===== config.mk =====
export PLATFORM = sky130hd
export DESIGN_NAME = uart_echo_buffered
export DESIGN_NICKNAME = d
export VERILOG_FILES = /design/src/rtl/uart_pkg.sv /design/src/rtl/uart_rx.sv /design/src/rtl/uart_sync_fifo.sv /design/src/rtl/uart_tx.sv /design/src/rtl/uart_echo_buffered.sv
export SDC_FILE = /design/constraint.sdc
export NUM_CORES = 1
export LEC_CHECK = 0
export CAP_MARGIN = 25
export CORE_MARGIN = 10
export CORE_UTILIZATION = 50
export CTS_BUF_LIST = sky130_fd_sc_hd__clkbuf_16
export CTS_CLUSTER_SIZE = 16
export DETAILED_ROUTE_END_ITERATION = 12
export GPL_ROUTABILITY_DRIVEN = 0
export PLACE_DENSITY = 0.7
export SETUP_SLACK_MARGIN = 0.4
export SLEW_MARGIN = 10
export SYNTH_ARGS = -nofsm -noshare
export SYNTH_HDL_FRONTEND = slang
export SYNTH_HIERARCHICAL = 1
export SYNTH_SLANG_ARGS = --single-unit

===== constraint.sdc =====
create_clock -name clk_i -period 5.83 [get_ports clk_i]
set_input_delay 0.8745 -clock clk_i [delete_from_list [all_inputs] [get_ports clk_i]]
set_output_delay 0.8745 -clock clk_i [all_outputs]
set_load 0.05 [all_outputs]

===== src/rtl/uart_pkg.sv =====
// Shared types and helpers for the buffered UART echo block.
package uart_pkg;

    typedef enum logic [1:0] {
        PASS   = 2'b00,
        INVERT = 2'b01,
        HOLD   = 2'b10,
        DROP   = 2'b11
    } mode_e;

    // Core prescale: the cores time one bit as prescale*8 clocks.
    function automatic logic [15:0] uart_prescale(input int unsigned clk_freq,
                                                  input int unsigned baud);
        return 16'(clk_freq / (baud * 32'd8));
    endfunction

endpackage


===== src/rtl/uart_rx.sv =====
// AXI-stream UART receiver, 8N1 style framing, one bit = prescale*8 clocks.
module uart_rx #(
    parameter int unsigned DATA_WIDTH = 8
) (
    input  logic                  clk,
    input  logic                  rst,
    output logic [DATA_WIDTH-1:0] m_axis_tdata,
    output logic                  m_axis_tvalid,
    input  logic                  m_axis_tready,
    input  logic                  rxd,
    input  logic [15:0]           prescale
);
    localparam int unsigned BitW = $clog2(DATA_WIDTH + 2);

    logic                  r_rxd_meta;
    logic                  r_rxd;
    logic                  r_busy;
    logic [18:0]           r_cnt;
    logic [BitW-1:0]       r_bits;
    logic [DATA_WIDTH-1:0] r_shift;
    logic [DATA_WIDTH-1:0] r_data;
    logic                  r_valid;
    logic [18:0]           w_bit_cycles;

    assign w_bit_cycles = {prescale, 3'b000};

    // Sample mid-bit: half a bit after the start edge, then every full bit.
    always_ff @(posedge clk or posedge rst) begin
        if (rst) begin
            r_rxd_meta <= 1'b1;
            r_rxd      <= 1'b1;
            r_busy     <= 1'b0;
            r_cnt      <= '0;
            r_bits     <= '0;
            r_shift    <= '0;
            r_data     <= '0;
            r_valid    <= 1'b0;
        end else begin
            r_rxd_meta <= rxd;
            r_rxd      <= r_rxd_meta;
            if (m_axis_tready) r_valid <= 1'b0;
            if (!r_busy) begin
                if (!r_rxd) begin
                    r_busy <= 1'b1;
                    r_bits <= BitW'(DATA_WIDTH + 1);
                    r_cnt  <= {1'b0, prescale, 2'b00} - 19'd1;
                end
            end else if (r_cnt != '0) begin
                r_cnt <= r_cnt - 19'd1;
            end else begin
                r_cnt <= w_bit_cycles - 19'd1;
                if (r_bits == BitW'(DATA_WIDTH + 1)) begin
                    if (r_rxd) r_busy <= 1'b0;
                    else       r_bits <= r_bits - BitW'(1);
                end else if (r_bits != '0) begin
                    r_shift <= {r_rxd, r_shift[DATA_WIDTH-1:1]};
                    r_bits  <= r_bits - BitW'(1);
                end else begin
                    r_busy <= 1'b0;
                    if (r_rxd) begin
                        r_data  <= r_shift;
                        r_valid <= 1'b1;
                    end
                end
            end
        end
    end

    assign m_axis_tdata  = r_data;
    assign m_axis_tvalid = r_valid;

endmodule


===== src/rtl/uart_sync_fifo.sv =====
// First-word-fall-through synchronous FIFO with an explicit occupancy count.
module uart_sync_fifo #(
    parameter int unsigned Width = 8,
    parameter int unsigned Depth = 16
) (
    input  logic                       i_clk,
    input  logic                       i_rst_n,
    input  logic                       i_push_valid,
    output logic                       o_push_ready_c,
    input  logic [Width-1:0]           i_push_data,
    output logic                       o_pop_valid,
    input  logic                       i_pop_ready,
    output logic [Width-1:0]           o_pop_data_c,
    output logic [$clog2(Depth+1)-1:0] o_count,
    output logic                       o_full,
    output logic                       o_empty
);
    localparam int unsigned CntW = $clog2(Depth + 1);
    localparam int unsigned PtrW = $clog2(Depth);

    logic [Width-1:0] r_mem [Depth];
    logic [PtrW-1:0]  r_wr_ptr;
    logic [PtrW-1:0]  r_rd_ptr;
    logic [CntW-1:0]  r_count;
    logic [CntW-1:0]  w_count_next;
    logic             r_full;
    logic             r_empty;
    logic             w_push;
    logic             w_pop;

    // A full FIFO still accepts a word when the head leaves in the same cycle.
    assign o_push_ready_c = ~r_full | i_pop_ready;
    assign w_push         = i_push_valid & o_push_ready_c;
    assign w_pop          = ~r_empty & i_pop_ready;

    always_comb begin
        w_count_next = r_count;
        if (w_push && !w_pop) begin
            w_count_next = r_count + CntW'(1);
        end else if (!w_push && w_pop) begin
            w_count_next = r_count - CntW'(1);
        end
    end

    always_ff @(posedge i_clk or negedge i_rst_n) begin
        if (!i_rst_n) begin
            r_wr_ptr <= '0;
            r_rd_ptr <= '0;
            r_count  <= '0;
            r_full   <= 1'b0;
            r_empty  <= 1'b1;
        end else begin
            if (w_push) r_wr_ptr <= r_wr_ptr + PtrW'(1);
            if (w_pop)  r_rd_ptr <= r_rd_ptr + PtrW'(1);
            r_count <= w_count_next;
            r_full  <= (w_count_next == CntW'(Depth));
            r_empty <= (w_count_next == '0);
        end
    end

    // Storage needs no reset; validity is carried by the count.
    always_ff @(posedge i_clk) begin
        if (w_push) r_mem[r_wr_ptr] <= i_push_data;
    end

    assign o_pop_data_c = r_mem[r_rd_ptr];
    assign o_pop_valid  = ~r_empty;
    assign o_count      = r_count;
    assign o_full       = r_full;
    assign o_empty      = r_empty;

endmodule


===== src/rtl/uart_tx.sv =====
// AXI-stream UART transmitter, 8N1 style framing, one bit = prescale*8 clocks.
module uart_tx #(
    parameter int unsigned DATA_WIDTH = 8
) (
    input  logic                  clk,
    input  logic                  rst,
    input  logic [DATA_WIDTH-1:0] s_axis_tdata,
    input  logic                  s_axis_tvalid,
    output logic                  s_axis_tready,
    output logic                  txd,
    input  logic [15:0]           prescale
);
    localparam int unsigned BitW = $clog2(DATA_WIDTH + 2);

    logic [DATA_WIDTH:0] r_shift;
    logic [18:0]         r_cnt;
    logic [BitW-1:0]     r_bits;
    logic                r_busy;
    logic                r_txd;
    logic [18:0]         w_bit_cycles;

    assign w_bit_cycles = {prescale, 3'b000};

    // Start bit goes out on accept; data and stop bit follow from the shifter.
    always_ff @(posedge clk or posedge rst) begin
        if (rst) begin
            r_shift <= '0;
            r_cnt   <= '0;
            r_bits  <= '0;
            r_busy  <= 1'b0;
            r_txd   <= 1'b1;
        end else if (!r_busy) begin
            if (s_axis_tvalid) begin
                r_busy  <= 1'b1;
                r_txd   <= 1'b0;
                r_shift <= {1'b1, s_axis_tdata};
                r_bits  <= BitW'(DATA_WIDTH + 1);
                r_cnt   <= w_bit_cycles - 19'd1;
            end
        end else if (r_cnt != '0) begin
            r_cnt <= r_cnt - 19'd1;
        end else if (r_bits != '0) begin
            r_txd   <= r_shift[0];
            r_shift <= {1'b0, r_shift[DATA_WIDTH:1]};
            r_bits  <= r_bits - BitW'(1);
            r_cnt   <= w_bit_cycles - 19'd1;
        end else begin
            r_busy <= 1'b0;
        end
    end

    assign s_axis_tready = ~r_busy;
    assign txd           = r_txd;

endmodule


===== src/rtl/uart_echo_buffered.sv =====
// UART echo: rx words are transformed, queued in a FIFO and retransmitted,
// with hold/drop modes and overflow accounting.
module uart_echo_buffered
    import uart_pkg::*;
#(
    parameter int unsigned ClkFreq   = 32256000,
    parameter int unsigned BaudRate  = 115200,
    parameter int unsigned DataWidth = 8,
    parameter int unsigned FifoDepth = 16
) (
    input  logic                           clk_i,
    input  logic                           rst_ni,
    input  logic                           rx_i,
    output logic                           tx_o,
    input  logic [1:0]                     mode_i,
    output logic [$clog2(FifoDepth+1)-1:0] fifo_count_o,
    output logic                           overflow_o,
    output logic [15:0]                    drop_count_o
);
    localparam int unsigned CntW     = $clog2(FifoDepth + 1);
    localparam logic [15:0] Prescale = uart_prescale(ClkFreq, BaudRate);

    logic [1:0]           r_mode_meta;
    mode_e                r_mode_q;
    logic                 r_overflow;
    logic [15:0]          r_drop_count;

    logic                 w_core_rst;
    logic [DataWidth-1:0] w_rx_data;
    logic                 w_rx_valid;
    logic [DataWidth-1:0] w_push_data;
    logic                 w_push_valid;
    logic                 w_push_ready_c;
    logic                 w_lost;
    logic [DataWidth-1:0] w_fifo_data;
    logic                 w_fifo_valid;
    logic                 w_fifo_full;
    logic                 w_fifo_empty;
    logic [CntW-1:0]      w_fifo_count;
    logic                 w_tx_valid;
    logic                 w_tx_ready;

    assign w_core_rst = ~rst_ni;

    // Mode switches are asynchronous; two flops before anything sees them.
    always_ff @(posedge clk_i or negedge rst_ni) begin
        if (!rst_ni) begin
            r_mode_meta <= 2'b00;
            r_mode_q    <= PASS;
        end else begin
            r_mode_meta <= mode_i;
            r_mode_q    <= mode_e'(r_mode_meta);
        end
    end

    uart_rx #(
        .DATA_WIDTH(DataWidth)
    ) u_rx (
        .clk          (clk_i),
        .rst          (w_core_rst),
        .m_axis_tdata (w_rx_data),
        .m_axis_tvalid(w_rx_valid),
        .m_axis_tready(1'b1),
        .rxd          (rx_i),
        .prescale     (Prescale)
    );

    // Transform at write time so queued words keep the mode they arrived under.
    assign w_push_data  = (r_mode_q == INVERT) ? ~w_rx_data : w_rx_data;
    assign w_push_valid = w_rx_valid & (r_mode_q != DROP);
    assign w_lost       = w_push_valid & ~w_push_ready_c;

    uart_sync_fifo #(
        .Width(DataWidth),
        .Depth(FifoDepth)
    ) u_fifo (
        .i_clk         (clk_i),
        .i_rst_n       (rst_ni),
        .i_push_valid  (w_push_valid),
        .o_push_ready_c(w_push_ready_c),
        .i_push_data   (w_push_data),
        .o_pop_valid   (w_fifo_valid),
        .i_pop_ready   (w_tx_ready & (r_mode_q != HOLD)),
        .o_pop_data_c  (w_fifo_data),
        .o_count       (w_fifo_count),
        .o_full        (w_fifo_full),
        .o_empty       (w_fifo_empty)
    );

    assign w_tx_valid = w_fifo_valid & (r_mode_q != HOLD);

    uart_tx #(
        .DATA_WIDTH(DataWidth)
    ) u_tx (
        .clk          (clk_i),
        .rst          (w_core_rst),
        .s_axis_tdata (w_fifo_data),
        .s_axis_tvalid(w_tx_valid),
        .s_axis_tready(w_tx_ready),
        .txd          (tx_o),
        .prescale     (Prescale)
    );

    // Sticky overflow flag and saturating loss counter.
    always_ff @(posedge clk_i or negedge rst_ni) begin
        if (!rst_ni) begin
            r_overflow   <= 1'b0;
            r_drop_count <= '0;
        end else if (w_lost) begin
            r_overflow <= 1'b1;
            if (r_drop_count != 16'hFFFF) r_drop_count <= r_drop_count + 16'd1;
        end
    end

    a_full_not_empty: assert property (@(posedge clk_i) disable iff (!rst_ni)
        w_fifo_full |-> !w_fifo_empty);

    assign fifo_count_o = w_fifo_count;
    assign overflow_o   = r_overflow;
    assign drop_count_o = r_drop_count;

endmodule


==> flow_summary.yaml, run 1 <==
die:
  coreArea_mm2: 0.0234
  die_h_um: 174
  io_pins: 28
  start_util_pct: 50.6
  rows: 56
  die_w_um: 174
  die_area_mm2: 0.0302
cells_and_area:
  final_layout_size_suffix_gt1_share_pct: 13.0
  nFillCells: 1858
  final_cell_mix: "128 x edfxtp_1, 109 x conb_1, 108 x dfrtp_1, 51 x xnor2_1, 46 x nand2_1"
  final_common_cell: "edfxtp_1"
  num_antenna_cells: 0
  multiInputGateArea_mm2: 0.00523
  final_nets: 1051
  final_cells: 1367
  regArea_mm2: 0.00668
  area_growth_pct: 16.4
placed_design:
  dpl.hpwl_um: 16900
  port_buffers: 27
  dp_slack_ns: 2.31
  place_inst: 1314
sta:
  slew_headroom_pct: 39.7
  fmax_ghz: 0.308
  hold_viol: 0
  tightest_slew_ns: 0.898
  rsz0062_at_grt: "no"
  fin_skew_ns: 0.0282
  period_share_pct: 55.6
  hold_ws_ns: 0.349
  maxSlewViolCount: 0
  fin_setup_tns_ns: 0
  setup_ws_ns: 2.59
  finalCriticalPeriod_ns: 3.24
  setup-violations-final: 0
worst_setup_path:
  cp.arrival_ns: 3.42
  path_max_fanout: 21
  worst-setup-path-type: "reg -> reg"
  required_ns: 6.01
  critPathCaptureType: "register"
  critPathLaunchType: "register"
synthesis:
  synth_compound_gate_area_share_pct: 6.98
  syn_area_per_cell_um2: 13.5
  muxShareOfSynthArea_pct: 12.9
  synth_top_family_by_area: "simple AND/OR/NAND/NOR gates"
  yosysSeqAreaShare_pct: 56.4
  synthXorXnorAreaFrac_pct: 5.03
  post_synth_and_or_nand_nor_area_fraction_pct: 13.9
  synthArstFlopShare_pct: 46.9
  ys_types: 89
  ys_ff_latch: 241
  synth_edf_count: 128
  netlist_area_mm2: 0.0118
  syn_inst: 877
  synthAdderAreaFrac_pct: 1.90
  ys_warn_count: 6
  synth_ff_type: "edfxtp_1"
power_and_ir_drop:
  ir_drop_v: 0.000249
  power-per-cell-area_mw_per_mm2: 284
  total_power_w: 0.00391
  p_leak_nw: 5.41
min_path:
  hold_class: "reg -> reg"
routing:
  ant_nets: 0
  wl_met2_um: 11900
  route.met3.wl_um: 1090
  first_iter_violations: 497
  vias: 7396
  wl_met1_um: 11000
  firstDrtPassIters: 7
  viasPerCell: 5.41
  drc_errors: 0
  drt_wl_total_um: 24400
  top_layer: "met4"
  wl_per_cell_um: 17.8
grt:
  grt_usage_pct: 16.1
  grt_pass1_vias: 7271
  gr-total-overflow: 0
  grt_start_max_net_pins: 38
  grt_pass1_wl_um: 40000
  antenna_found_initial: 0
clock_tree:
  path_clk_slew_ns: 0.06
  cts_tree: "yes"
  clk_path_buf_depth: 3
  numCtsBuffers: 26
  hold_buffers: 0
  cts-root-buf: "clkbuf_16"
  clock_latency_ns: 0.55
  ctsResizeCount: 0
  cts_sinks: 241
  postCtsSetupRepairBufs: 0
  cts_max_level: 1
outcome:
  status: "finished, final reports clean"
run:
  drv_cap: 0
[synthesized netlist by cell type, drive strengths merged, types with 6 or more instances]
cell / count / area, um^2
nand2b: 15 / 93.8
mux2: 20 / 229
inv: 35 / 131
nand4b: 6 / 52.6
nor2: 37 / 139
or4: 8 / 60.1
ha: 18 / 225
o211ai: 10 / 80.1
xnor2: 51 / 447
edfxtp: 128 / 3840
or3: 12 / 95.1
nor3: 35 / 213
clkbuf: 13 / 52.6
nand2: 48 / 185
a21oi: 19 / 98.9
mux2i: 33 / 330
nand3: 29 / 145
xor2: 17 / 149
o21ai: 32 / 168
nor3b: 8 / 75.1
and2: 8 / 50.1
nor4: 21 / 198
dfrtp: 109 / 2730
nand4: 17 / 128
buf: 20 / 149
mux4: 40 / 972
o221ai: 6 / 52.6
[sequential cells by signal (all words and copies together), names as in the netlist, 2 cells and up]
name and count:
u_tx/r_shift 9, u_fifo/o_count 5, u_rx/m_axis_tdata 8, u_tx/r_cnt 19, r_mode_q 2, u_rx/r_shift 8, u_fifo/r_mem 128, u_rx/r_bits 4
r_mode_meta 2, u_rx/r_cnt 19, u_fifo/r_rd_ptr 4, drop_count_o 16, u_tx/r_bits 4, u_fifo/r_wr_ptr 4
[routing by layer]
| layer | track usage [%] | up-vias |
|---|---|---|
| li1 | - | 3565 |
| met1 | 22.1 | 3636 |
| met2 | 26.9 | 162 |
| met3 | 2.16 | 33 |
| met4 | 3.21 | 0 |
| met5 | 0 | - |
[critical path: stages (launching register included)]
cell     delay [ns]
dfrtp_1        0.67
inv_1          0.36
and2_1         0.28
and2b_1        0.25
inv_1          0.20
and2_1         0.31
nand3_1        0.20
nor2_1         0.60
[metrics by stage]
| stage | cell area (um^2) | utilization, % |
|---|---|---|
| 2_1_floorplan | 12200 | - |
| 3_3_place_gp | 12800 | 54.8 |
| 3_5_place_dp | 12800 | 54.9 |
| 4_1_cts | 13700 | 58.7 |
| 5_1_grt | 13800 | 58.9 |
| 6_report | 13800 | 58.9 |
[power breakdown]
| part | total, W | internal, W | leakage (nW) | switching, W |
|---|---|---|---|---|
| logic | 0.000291 | 0.000122 | 2.38 | 0.000169 |
| registers | 0.00195 | 0.00186 | 2.57 | 0.0000922 |
| clock network | 0.00167 | 0.000996 | 0.448 | 0.000676 |
| total | 0.00391 | 0.00298 | 5.41 | 0.000938 |
[layout make-up]
| class | instances | share of cell area (%) |
|---|---|---|
| flip-flops and latches | 241 | 48.5 |
| multi-input cells | 675 | 38.0 |
| clock buffers | 26 | 4.72 |
| repair buffers | 49 | 3.29 |
| well taps | 319 | 2.90 |
| clock inverters | 22 | 1.70 |
| inverters | 35 | 0.954 |
[cells by family after synthesis]
group | after synthesis
AND/OR/NAND/NOR | 268
XOR/XNOR | 68
AO/OA/AOI/OAI | 119
other | 2
multiplexers | 93
flip-flops | 241
adder cells (fa/ha/maj) | 18
buffers and inverters | 68
[final timing paths]
| kind | startpoint | endpoint | slack (ns) | cells after the start |
|---|---|---|---|---|
| worst max register to register | u_tx/r_busy | u_fifo/r_mem[13][5] | 2.59 | 7 |
| worst max-delay path | u_tx/r_busy | u_fifo/r_mem[13][5] | 2.59 | 7 |
| worst min-delay path | r_mode_meta[0] | r_mode_q[0] | 0.35 | 0 |
| max in group asynchronous | rst_ni | u_tx/txd | 4.21 | 4 |
| worst min register to register | r_mode_meta[0] | r_mode_q[0] | 0.35 | 0 |
| min in group asynchronous | rst_ni | drop_count_o[12] | 0.43 | 1 |
Note: power is estimated with default switching activity, not from simulation.
==> run 2: changes to the inputs <==
--- a/config.mk
+++ b/config.mk
@@ -12,7 +12,7 @@
 export CTS_CLUSTER_SIZE = 16
 export DETAILED_ROUTE_END_ITERATION = 12
 export GPL_ROUTABILITY_DRIVEN = 0
-export PLACE_DENSITY = 0.7
+export PLACE_DENSITY = 0.72
 export SETUP_SLACK_MARGIN = 0.4
 export SLEW_MARGIN = 10
 export SYNTH_ARGS = -nofsm -noshare
==> constraint.sdc (replaced) <==
create_clock -name clk_i -period 2.8 [get_ports clk_i]
set_input_delay 0.42 -clock clk_i [delete_from_list [all_inputs] [get_ports clk_i]]
set_output_delay 0.42 -clock clk_i [all_outputs]
set_load 0.05 [all_outputs]
==> flow_summary.yaml, run 2 (synthesis results as in run 1) <==
worst_setup_path:
  worst-path-buf-inv: 1
  required_ns: 2.38
  cp.arrival_ns: 1.89
  critPathCaptureType: "primary output"
  critPathLaunchType: "register"
  worst-setup-path-type: "reg -> out"
  worstPathCellList: "clkdlybuf4s50_1"
  path_max_fanout: 6
  cp_top_family: "buffers and inverters"
  max_stage_delay_ns: 0.90
  ff2ff_path_depth: 8
  cpMaxStageDelayCell: "clkdlybuf4s50_1"
  path_depth: 1
sta:
  rsz0062_at_grt: "no"
  period_share_pct: 82.5
  slew_headroom_pct: 45.1
  maxSlewViolCount: 0
  setup_ws_ns: 0.490
  hold_viol: 0
  setup-violations-final: 0
  fin_skew_ns: 0.0226
  fin_setup_tns_ns: 0
  hold_ws_ns: 0.318
  finalCriticalPeriod_ns: 2.31
  tightest_slew_ns: 0.817
  fmax_ghz: 0.433
routing:
  top_layer: "met5"
  wl_per_cell_um: 18.0
  first_iter_violations: 757
  ant_nets: 0
  firstDrtPassIters: 5
  viasPerCell: 5.49
  wl_met2_um: 11700
  drt_wl_total_um: 24900
  drc_errors: 0
  route.met3.wl_um: 1580
  vias: 7581
  wl_met1_um: 11000
placed_design:
  dpl.hpwl_um: 16800
  port_buffers: 27
  dp_slack_ns: 0.0752
min_path:
  hold_class: "in -> reg"
  holdPathStages: 1
die:
  coreArea_mm2: 0.0234
  io_pins: 28
  die_h_um: 174
  die_w_um: 174
  rows: 56
  start_util_pct: 50.6
  die_area_mm2: 0.0302
cells_and_area:
  fin_util_pct: 59.9
  nFillCells: 1812
  area_growth_pct: 18.4
  largest_reg_flops: 128
  final_cell_mix: "128 x edfxtp_1, 109 x conb_1, 108 x dfrtp_1, 51 x xnor2_1, 45 x nand2_1"
  final_layout_size_suffix_gt1_share_pct: 15.8
  final_nets: 1065
  top_regs: "u_fifo/r_mem x128, u_rx/r_cnt x19, u_tx/r_cnt x19"
  regMostFlops: "u_fifo/r_mem"
  final_common_cell: "edfxtp_1"
power_and_ir_drop:
  ir_drop_v: 0.000475
  total_power_w: 0.00808
  p_leak_nw: 5.48
  power-per-cell-area_mw_per_mm2: 576
clock_tree:
  cts_tree: "yes"
  numCtsBuffers: 25
  cts_max_level: 1
  clock_latency_ns: 0.54
  path_clk_slew_ns: 0.06
  cts_sinks: 241
  clk_path_buf_depth: 3
  cts-root-buf: "clkbuf_16"
run:
  drv_cap: 0
grt:
  gr-total-overflow: 0
  grt_pass1_vias: 7510
  grt_start_max_net_pins: 44
  grt_pass1_wl_um: 40400
  grt_usage_pct: 16.3
  antenna_found_initial: 2
outcome:
  status: "finished, final reports clean"
[run 2: changes by cell type in the layout (fill, tap and decap cells not counted), moves of 3 or more]
cell / delta
buf_4: +14
nor2_4: +4
nor2_1: -5
buf_2: -4
nor3_1: -4
nor3_4: +4
and2_4: +3
and2_2: +3
and2_1: -6
buf_12: +5
[run 2: per-layer routing]
metal	vias up	GRT usage, %
met1	3734	22.0
li1	3599	-
met2	203	26.6
met5	-	0
met4	2	4.03
met3	43	3.22
[run 2: final timing paths]
path	endpoint	startpoint	slack (ns)
max in group asynchronous	u_tx/txd	rst_ni	1.64
min in group asynchronous	u_rx/r_cnt[4]	rst_ni	0.38
setup reg to reg	u_fifo/r_mem[5][5]	u_tx/r_busy	0.51
hold / removal	r_mode_meta[0]	mode_i[0]	0.32
hold reg to reg	u_rx/r_rxd	u_rx/r_rxd_meta	0.36
setup / recovery	fifo_count_o[1]	u_fifo/o_count[1]	0.49
[run 2: per-stage QoR]
stage | area, um^2 | std cells
after global routing | 14000 | 1381
final | 14000 | 1381
after floorplan | 12300 | 984
after detailed placement | 13000 | 1325
after CTS | 14000 | 1379
after global placement | 13000 | 1325
[run 2: final cells by class]
type / count / area [um^2] / area share, %
flip-flops and latches: 241 / 6680 / 47.6
repair buffers: 64 / 621 / 4.43
well taps: 319 / 399 / 2.85
clock inverters: 21 / 219 / 1.56
multi-input cells: 675 / 5340 / 38.1
diodes: 1 / 2.50 / 0.0179
clock buffers: 25 / 626 / 4.46
inverters: 35 / 131 / 0.937
[run 2: what timing repair did]
action                                 4_1_cts  5_1_grt
resized for setup                            9       10
setup endpoints to repair                   96      103
hold buffers                                 1        0
setup buffers                                7        0
pin swaps                                    5        1
endpoints found under the hold margin       47        0
[run 2: report_power, final]
part	internal, W	total [W]	leakage (nW)	switching [W]
Clock	0.00201	0.00339	0.437	0.00138
Combinational	0.000258	0.000625	2.47	0.000368
Sequential	0.00387	0.00406	2.57	0.000194
Total	0.00613	0.00808	5.48	0.00194
